===== src/rtl/riscv_structures.sv =====
// riscv_structures: shared RV32I encodings and ALU opcode type
package riscv_structures;
  typedef enum logic [3:0] {
    ALU_ADD, ALU_SUB, ALU_SLL, ALU_SLT, ALU_SLTU, ALU_XOR, ALU_SRL, ALU_SRA, ALU_OR, ALU_AND
  } alu_op_e;
  localparam logic [6:0] OPC_OP     = 7'b0110011;
  localparam logic [6:0] OPC_OP_IMM = 7'b0010011;
  localparam logic [6:0] OPC_BRANCH = 7'b1100011;
  localparam logic [6:0] OPC_LUI    = 7'b0110111;
  localparam logic [2:0] F3_BEQ = 3'b000;
  localparam logic [2:0] F3_BNE = 3'b001;
  localparam logic [2:0] F3_BLT = 3'b100;
  localparam logic [6:0] F7_ADD = 7'b0000000;
  localparam logic [6:0] F7_SUB = 7'b0100000;
endpackage


===== src/rtl/regfile.sv =====
// regfile: two async read ports, one sync write port, x0 reads zero
module regfile #(
  parameter int XLEN = 32,
  parameter int NREGS = 32,
  localparam int AW = $clog2(NREGS)
) (
  input  logic            clk,
  input  logic [AW-1:0]   ra1,
  input  logic [AW-1:0]   ra2,
  output logic [XLEN-1:0] rd1,
  output logic [XLEN-1:0] rd2,
  input  logic            we,
  input  logic [AW-1:0]   wa,
  input  logic [XLEN-1:0] wd
);
  logic [XLEN-1:0] mem [NREGS];
  always_ff @(posedge clk)
    if (we && wa != '0) mem[wa] <= wd;
  assign rd1 = ra1 == '0 ? '0 : mem[ra1];
  assign rd2 = ra2 == '0 ? '0 : mem[ra2];
endmodule


===== src/rtl/decode_issue.sv =====
// decode_issue: in-order RV32I decode/issue stage with busy scoreboard and one-entry output register
module decode_issue
  import riscv_structures::*;
#(
  parameter int XLEN = 32,
  parameter int NREGS = 32
) (
  input  logic            clk,
  input  logic            rst,
  input  logic            if_valid,
  output logic            if_ready,
  input  logic [31:0]     if_instr,
  input  logic [31:0]     if_pc,
  input  logic            wb_en,
  input  logic [4:0]      wb_rd,
  input  logic [XLEN-1:0] wb_data,
  input  logic            flush,
  output logic            ex_valid,
  input  logic            ex_ready,
  output logic [XLEN-1:0] ex_in1,
  output logic [XLEN-1:0] ex_in2,
  output alu_op_e         ex_alu_op,
  output logic [2:0]      ex_funct3,
  output logic            ex_is_branch,
  output logic [XLEN-1:0] ex_imm,
  output logic [31:0]     ex_pc,
  output logic [4:0]      ex_rd,
  output logic            ex_we,
  output logic            ex_illegal
);
  logic [6:0] opc, f7;
  logic [4:0] rd, rs1, rs2;
  logic [2:0] f3;
  logic is_op, is_opi, is_br, is_lui, use1, use2, we, hazard, accept;
  logic [XLEN-1:0] rf1, rf2, v1, v2, imm_i, imm_b, imm_u;
  logic [NREGS-1:0] busy, busy_nxt;
  assign {f7, rs2, rs1, f3, rd, opc} = if_instr;
  regfile #(.XLEN(XLEN), .NREGS(NREGS)) u_rf (
    .clk(clk), .ra1(rs1), .ra2(rs2), .rd1(rf1), .rd2(rf2),
    .we(wb_en), .wa(wb_rd), .wd(wb_data)
  );
  assign imm_i = {{(XLEN-12){if_instr[31]}}, if_instr[31:20]};
  assign imm_b = {{(XLEN-12){if_instr[31]}}, if_instr[7], if_instr[30:25], if_instr[11:8], 1'b0};
  assign imm_u = {if_instr[31:12], {(XLEN-20){1'b0}}};
  // a same-cycle writeback overrides the stale regfile value
  assign v1 = (wb_en && wb_rd == rs1 && rs1 != '0) ? wb_data : rf1;
  assign v2 = (wb_en && wb_rd == rs2 && rs2 != '0) ? wb_data : rf2;
  assign is_op  = opc == OPC_OP && f3 == 3'b000 && (f7 == F7_ADD || f7 == F7_SUB);
  assign is_opi = opc == OPC_OP_IMM && f3 == 3'b000;
  assign is_br  = opc == OPC_BRANCH && (f3 == F3_BEQ || f3 == F3_BNE || f3 == F3_BLT);
  assign is_lui = opc == OPC_LUI;
  assign use1 = opc != OPC_LUI;
  assign use2 = opc == OPC_OP || opc == OPC_BRANCH;
  assign we = (is_op || is_opi || is_lui) && rd != '0;
  assign hazard = (use1 && busy[rs1] && !(wb_en && wb_rd == rs1)) ||
                  (use2 && busy[rs2] && !(wb_en && wb_rd == rs2));
  assign if_ready = !flush && !hazard && (!ex_valid || ex_ready);
  assign accept = if_valid && if_ready;
  always_comb begin
    busy_nxt = busy;
    if (wb_en) busy_nxt[wb_rd] = 1'b0;
    if (flush && ex_valid && ex_we) busy_nxt[ex_rd] = 1'b0;
    if (accept && we) busy_nxt[rd] = 1'b1;
  end
  always_ff @(posedge clk or posedge rst)
    if (rst) begin
      busy <= '0;
      ex_valid <= 1'b0;
      ex_in1 <= '0;
      ex_in2 <= '0;
      ex_alu_op <= ALU_ADD;
      ex_funct3 <= '0;
      ex_is_branch <= 1'b0;
      ex_imm <= '0;
      ex_pc <= '0;
      ex_rd <= '0;
      ex_we <= 1'b0;
      ex_illegal <= 1'b0;
    end else begin
      busy <= busy_nxt;
      if (accept) begin
        ex_valid <= 1'b1;
        ex_in1 <= is_lui ? '0 : v1;
        ex_in2 <= use2 ? v2 : is_lui ? imm_u : imm_i;
        ex_alu_op <= is_op && f7 == F7_SUB ? ALU_SUB : ALU_ADD;
        ex_funct3 <= f3;
        ex_is_branch <= is_br;
        ex_imm <= is_br ? imm_b : is_lui ? imm_u : imm_i;
        ex_pc <= if_pc;
        ex_rd <= rd;
        ex_we <= we;
        ex_illegal <= !(is_op || is_opi || is_br || is_lui);
      end else if (flush || ex_ready) ex_valid <= 1'b0;
    end
endmodule


===== config.mk =====
export PLATFORM = sky130hd
export DESIGN_NAME = decode_issue
export DESIGN_NICKNAME = d
export VERILOG_FILES = /design/src/rtl/riscv_structures.sv /design/src/rtl/regfile.sv /design/src/rtl/decode_issue.sv
export SDC_FILE = /design/constraint.sdc
export NUM_CORES = 2
export LEC_CHECK = 0
export CORE_MARGIN = 5
export CORE_UTILIZATION = 55
export CTS_CLUSTER_SIZE = 12
export DETAILED_ROUTE_END_ITERATION = 8
export HOLD_SLACK_MARGIN = 0.03
export PLACE_DENSITY = 0.82
export SLEW_MARGIN = 25
export SYNTH_ARGS = -nofsm -noshare
export SYNTH_HDL_FRONTEND = slang
export SYNTH_SLANG_ARGS = --single-unit

===== constraint.sdc =====
create_clock -name clk -period 8.45 [get_ports clk]
set_input_delay 2.535 -clock clk [delete_from_list [all_inputs] [get_ports clk]]
set_output_delay 2.535 -clock clk [all_outputs]
set_load 0.02 [all_outputs]

# == Yosys cells after proc, flatten, opt, wreduce, memory -nomap -nowiden ==
# Memories as Yosys holds them, arrays and structs flattened.
# Index checks and enable logic that the tools add are counted.
# op_classes
eq_ne,10
reduce_logical,50
bitwise_logic,5
muxes,26
n_lt_le_gt_ge,8
# op_table
operator,n
two-way mux 32 bit,9
AND 32 bit,2
NOT 32 bit,2
two-way mux 31 bit,2
OR 32 bit,1
< comparator 5 x 6 -> 1 bit (second input constant),5
logical AND 1 bit,24
equality test 7 x 6 -> 1 bit (second input constant),3
nonzero test 5 bit,4
demux 1 bit (select 5 bit),3
greater-or-equal comparator 5 x 1 -> 1 bit (second input constant),3
logical OR 1 bit,11
binary-select mux 1 bit (select 5 bit),2
equality test 5 bit,2
logical NOT 5 bit,2
two-way mux 1 bit,10
equality test 7 x 5 -> 1 bit (second input constant),1
equality test 7 bit (second input constant),1
logical NOT 7 bit,1
!= test 7 x 6 -> 1 bit (second input constant),1
logical NOT 1 bit,6
equality test 3 x 1 -> 1 bit (second input constant),1
equality test 3 bit (second input constant),1
logical NOT 3 bit,1
nonzero test 2 bit,1
# word_totals
word_cells,112
register_bits,176
ramBits,1024
memories,1
# memory_table
memory,depth,word_bits,read_ports,rd_ports_with_merged_regs,write_ports,line,text
u_rf.mem,32,32,2,0,1,regfile.sv:16,logic [XLEN-1:0] mem [NREGS];

# == Depth between registers and ports, before layout ==
# depth
depth_word,11
mapped_depth,13
depth_no_buf,6

# == By module ==
# From an unflattened synthesis, not the netlist that was laid out.
# unflattened
cells_unflattened,3352
hier_area_um2,57332.5
# by_module_without_submodules
module,cells_each,n_inst,area_per_inst_um2,seq_area_each_um2
regfile,2564,1,47929.7,30749.5
decode_issue,788,1,9402.8,4329.2

# == Worst setup path before layout ==
# OpenSTA, ideal clock, no wires.
# synth_path
path_type,input-to-output
start,input port if_instr[16]
end,output port if_ready
setup_slack_ps,1691
t_arrival_ps,4224
n_path_buf,1
cell_stages,6
cell_sequence,buf_2 mux4_2 mux2_2 a2111oi_2 a221o_1 and2_1
# synth_between
elab_chain_len,8
word_cells_on_any_way,11
classes_between,eq/ne (1); mux (2); reduce/logical (8)
# synth_rtl
item,line,text
from (decl),decode_issue.sv:12,"input logic [31:0] if_instr,"
binary-select mux 1 bit (select 5 bit) / equality test 5 bit (equally long branches),decode_issue.sv:55,assign hazard = (use1 && busy[rs1] && !(wb_en && wb_rd == rs1)) ||
two-way mux 1 bit (not written as such) / logical AND 1 bit (equally long branches),decode_issue.sv:55,
logical AND 1 bit / logical NOT 1 bit (equally long branches),decode_issue.sv:55,
logical AND 1 bit *,decode_issue.sv:55,
logical OR 1 bit *,decode_issue.sv:55,
logical NOT 1 bit *,decode_issue.sv:57,assign if_ready = !flush && !hazard && (!ex_valid || ex_ready);
logical AND 1 bit * (2 in a row),decode_issue.sv:57,
to (decl),decode_issue.sv:11,"output logic if_ready,"
# Mark *: on every way between the ends. The rest lies on a longest branch, timed or not. The select of a mux whose other input is x is not followed.

# == Final worst setup path ==
# layout_path
start,input port if_instr[18]
end,output port if_ready
# Same word-level chain as after synthesis.

==> impl_metrics.ini <==
[outcome]
status = finished clean

[routing]
vias_per_cell = 7.48
dr_wl_met3_mm = 30.2
wl_mm = 180
drc = 0
wl_met2_mm = 79.9
ant_nets = 0
highest_layer = met5
vias = 35800
wl_met1_mm = 58.0
drtPass1Iterations = 8
drt_iter0_drc = 6140
routedWlPerCell_um = 37.6

[die]
initial_utilization = 0.552
fp.dieW_um = 329
die_area_mm2 = 0.108
rows = 117
die_h_um = 329
core_mm2 = 0.102
ios = 252

[worst_setup_path]
regToRegSetupSlack_ns = 4.82
crit_path_start_kind = primary input
critPathMaxFanout = 28
reg2regPathDepth = 7
worstSetupPathType = in2out
required_ns = 5.92
arrival_ns = 5.10
worstReg2RegStart = busy[28]
critPathCaptureType = primary output
worst_r2r_endpoint = ex_in2[10]

[placement]
gp_congestion = 0.914
portBuffers = 248
dpl_worst_slack_ns = 0.901
placed_cells = 4568
dp_hpwl_mm = 104

[global_route]
antenna_found_initial = 20
grt_usage = 0.328
grt_pass1_vias = 35600
grt_max_degree = 107
grt_pass1_wl_mm = 254
overflow = 0

[timing]
finalSetupViolations = 0
rsz0062_at_grt = false
period_share = 0.904
max_freq_mhz = 131
finalHoldViolations = 0
tns_ns = 0
fin_crit_ns = 7.64
worst_pin_slew_ns = 1.16
max_slew_margin = 0.227
fin_ws_ns = 0.814
slew_violations = 0
fin_skew_ns = 0.0353
holdWs_ns = 0.500

[finish]
multi_input_area_mm2 = 0.0202
finalNetCount = 3427
post_route_cells_drive_above_1_share = 0.308
nFillCells = 6795
register_area_mm2 = 0.0351
synthToLayoutAreaGrowth_pct = 14.7
layout.cells.non_filler = 4782

[clocking]
max-clock-path-buffers = 3
cts-buffers-inserted = 117
clk_pin_slew_ns = 0.06
cts_setup_buffers = 0
insertion_delay_ns = 0.72
cts.sinks = 1197
tritoncts = done
cts_hold_buf = 0
post_cts_resized = 0
htreeDepth = 3
cts_root_buf = clkbuf_16

[logic_synthesis]
ys_seq_elements = 1197
synth_top_area_frac = 0.548
syn_avg_cell_area_um2 = 18.5
seq_area_frac_synth = 0.625
synthCells = 3038
async_flop_share = 0.145
ys.flop_type = edfxtp_1
post_synth_num_cell_types = 58
synth_edf_count = 1024
yosys.area.top_type = edfxtp_1
ys_warn_count = 0
mappedNetlistArea_mm2 = 0.0561
synth_area_leaders = edfxtp_1 55%, mux4_2 21%, dfrtp_1 7.7%

[pwr]
switching_power_mw = 3.40
max-vdd-ir-drop_mv = 0.170
p_leak_nw = 21.4
intPower_mw = 10.3
p_sw_frac = 0.249
p_per_area_mw_per_mm2 = 212
p_comb_frac = 0.135
p_clk_frac = 0.366
p_seq_frac = 0.499

[worst_hold_path]
hold_end = ex_in1[22]
holdCritStartpoint = ex_in1[22]
worstHoldPathCells = 1
hold_class = reg2reg

[run]
max-cap-violations = 0
final cells by class:
type / instances / area share
Inverter: 38 / 0.00237
Multi-Input combinational cell: 1586 / 0.313
Clock buffer: 186 / 0.0514
Antenna cell: 8 / 0.000311
Timing Repair Buffer: 380 / 0.0567
Clock inverter: 19 / 0.00408
Sequential cell: 1197 / 0.545
Tap cell: 1368 / 0.0266
cell usage after synthesis (10+ instances only):
cell and n:
o221ai_1 54, buf_4 22, clkbuf_1 124, nand2_1 94, nor2_1 73, dfrtp_1 173, mux2i_1 185, nor2b_1 27
nand3b_1 12, a32o_1 17, edfxtp_1 1024, mux2_2 166, buf_1 31, o211ai_1 52, nand3_1 17, o22ai_1 23
a21oi_1 55, inv_1 38, buf_2 68, mux4_2 512, o21ai_0 22, xnor2_1 10, a22oi_1 63, o41ai_1 27
nand2b_1 18
cells by family (layout without fill, tap and decap cells):
kind of cell,after synthesis,in the layout,share of synthesized area
mux,863,863,0.272
other cells,1,43,0.0000669
simple gates,296,296,0.0259
flops,1197,1197,0.625
xor+xnor,10,10,0.00156
buf+inv,289,623,0.0231
compound gates,382,382,0.0520
critical path: stages:
cell and delay (ns):
clkdlybuf4s50_1 0.53, buf_4 0.46, xnor2_1 0.19, nand4_1 0.19, o21bai_1 0.18, a221o_1 0.24
and2_1 0.16, clkdlybuf4s50_1 0.61
layer usage:
layer  GRT usage  vias to the layer above
met2       0.487                     3559
met5           0                        -
met3       0.131                      757
met1       0.422                    18100
met4       0.175                       10
li1            -                    13400
how the worst max path moves through the flow:
stage                             from        to  slack (ns)  cells past startpoint
after floorplan                    rst   busy[0]        1.23                      1
after global placement    if_instr[18]  if_ready        0.86                      8
after detailed placement  if_instr[18]  if_ready        0.90                      8
after CTS                 if_instr[18]  if_ready        0.88                      8
after global routing      if_instr[18]  if_ready        0.72                      8
final                     if_instr[18]  if_ready        0.81                      8
through the flow:
step	cell area [um^2]	utilization	total power [mW]
6_report	64400	0.633	13.7
3_3_place_gp	60600	0.596	8.70
4_1_cts	64300	0.633	13.7
3_5_place_dp	60800	0.598	8.75
2_1_floorplan	56200	-	7.90
5_1_grt	64300	0.633	14.0
power by group through the flow:
stage	Clock [mW]	Sequential, mW	Combinational [mW]
2_1_floorplan	0	7.06	0.833
3_3_place_gp	0	6.92	1.78
3_5_place_dp	0	6.93	1.82
4_1_cts	5.02	6.81	1.83
5_1_grt	5.28	6.83	1.92
6_report	5.01	6.82	1.85
cell usage in the layout (no fill, tap or decap), types with 23 or more instances in the layout:
master           netlist  layout
a22oi_1               63      63
nor2_1                73      43
o221ai_1              54      54
mux2i_1              185     185
mux4_2               512     512
a21oi_1               55      55
o211ai_1              52      52
conb_1                 1      35
inv_1                 38      34
clkbuf_16              0     118
nand2_1               94      94
o41ai_1               27      27
nor2_4                 0      30
clkbuf_1             124      58
edfxtp_1            1024    1024
mux2_2               166     166
dfrtp_1              173     173
buf_4                 22     120
o22ai_1               23      23
clkdlybuf4s50_1        0     231
sequential cells by signal (all words and copies together) (netlist names):
register	count
ex_we	1
ex_illegal	1
u_rf.mem	1024
busy	32
ex_valid	1
ex_pc	32
ex_in1	32
ex_is_branch	1
ex_funct3	3
ex_imm	32
ex_in2	32
ex_alu_op	1
ex_rd	5
(Power assumes the default switching activity.)
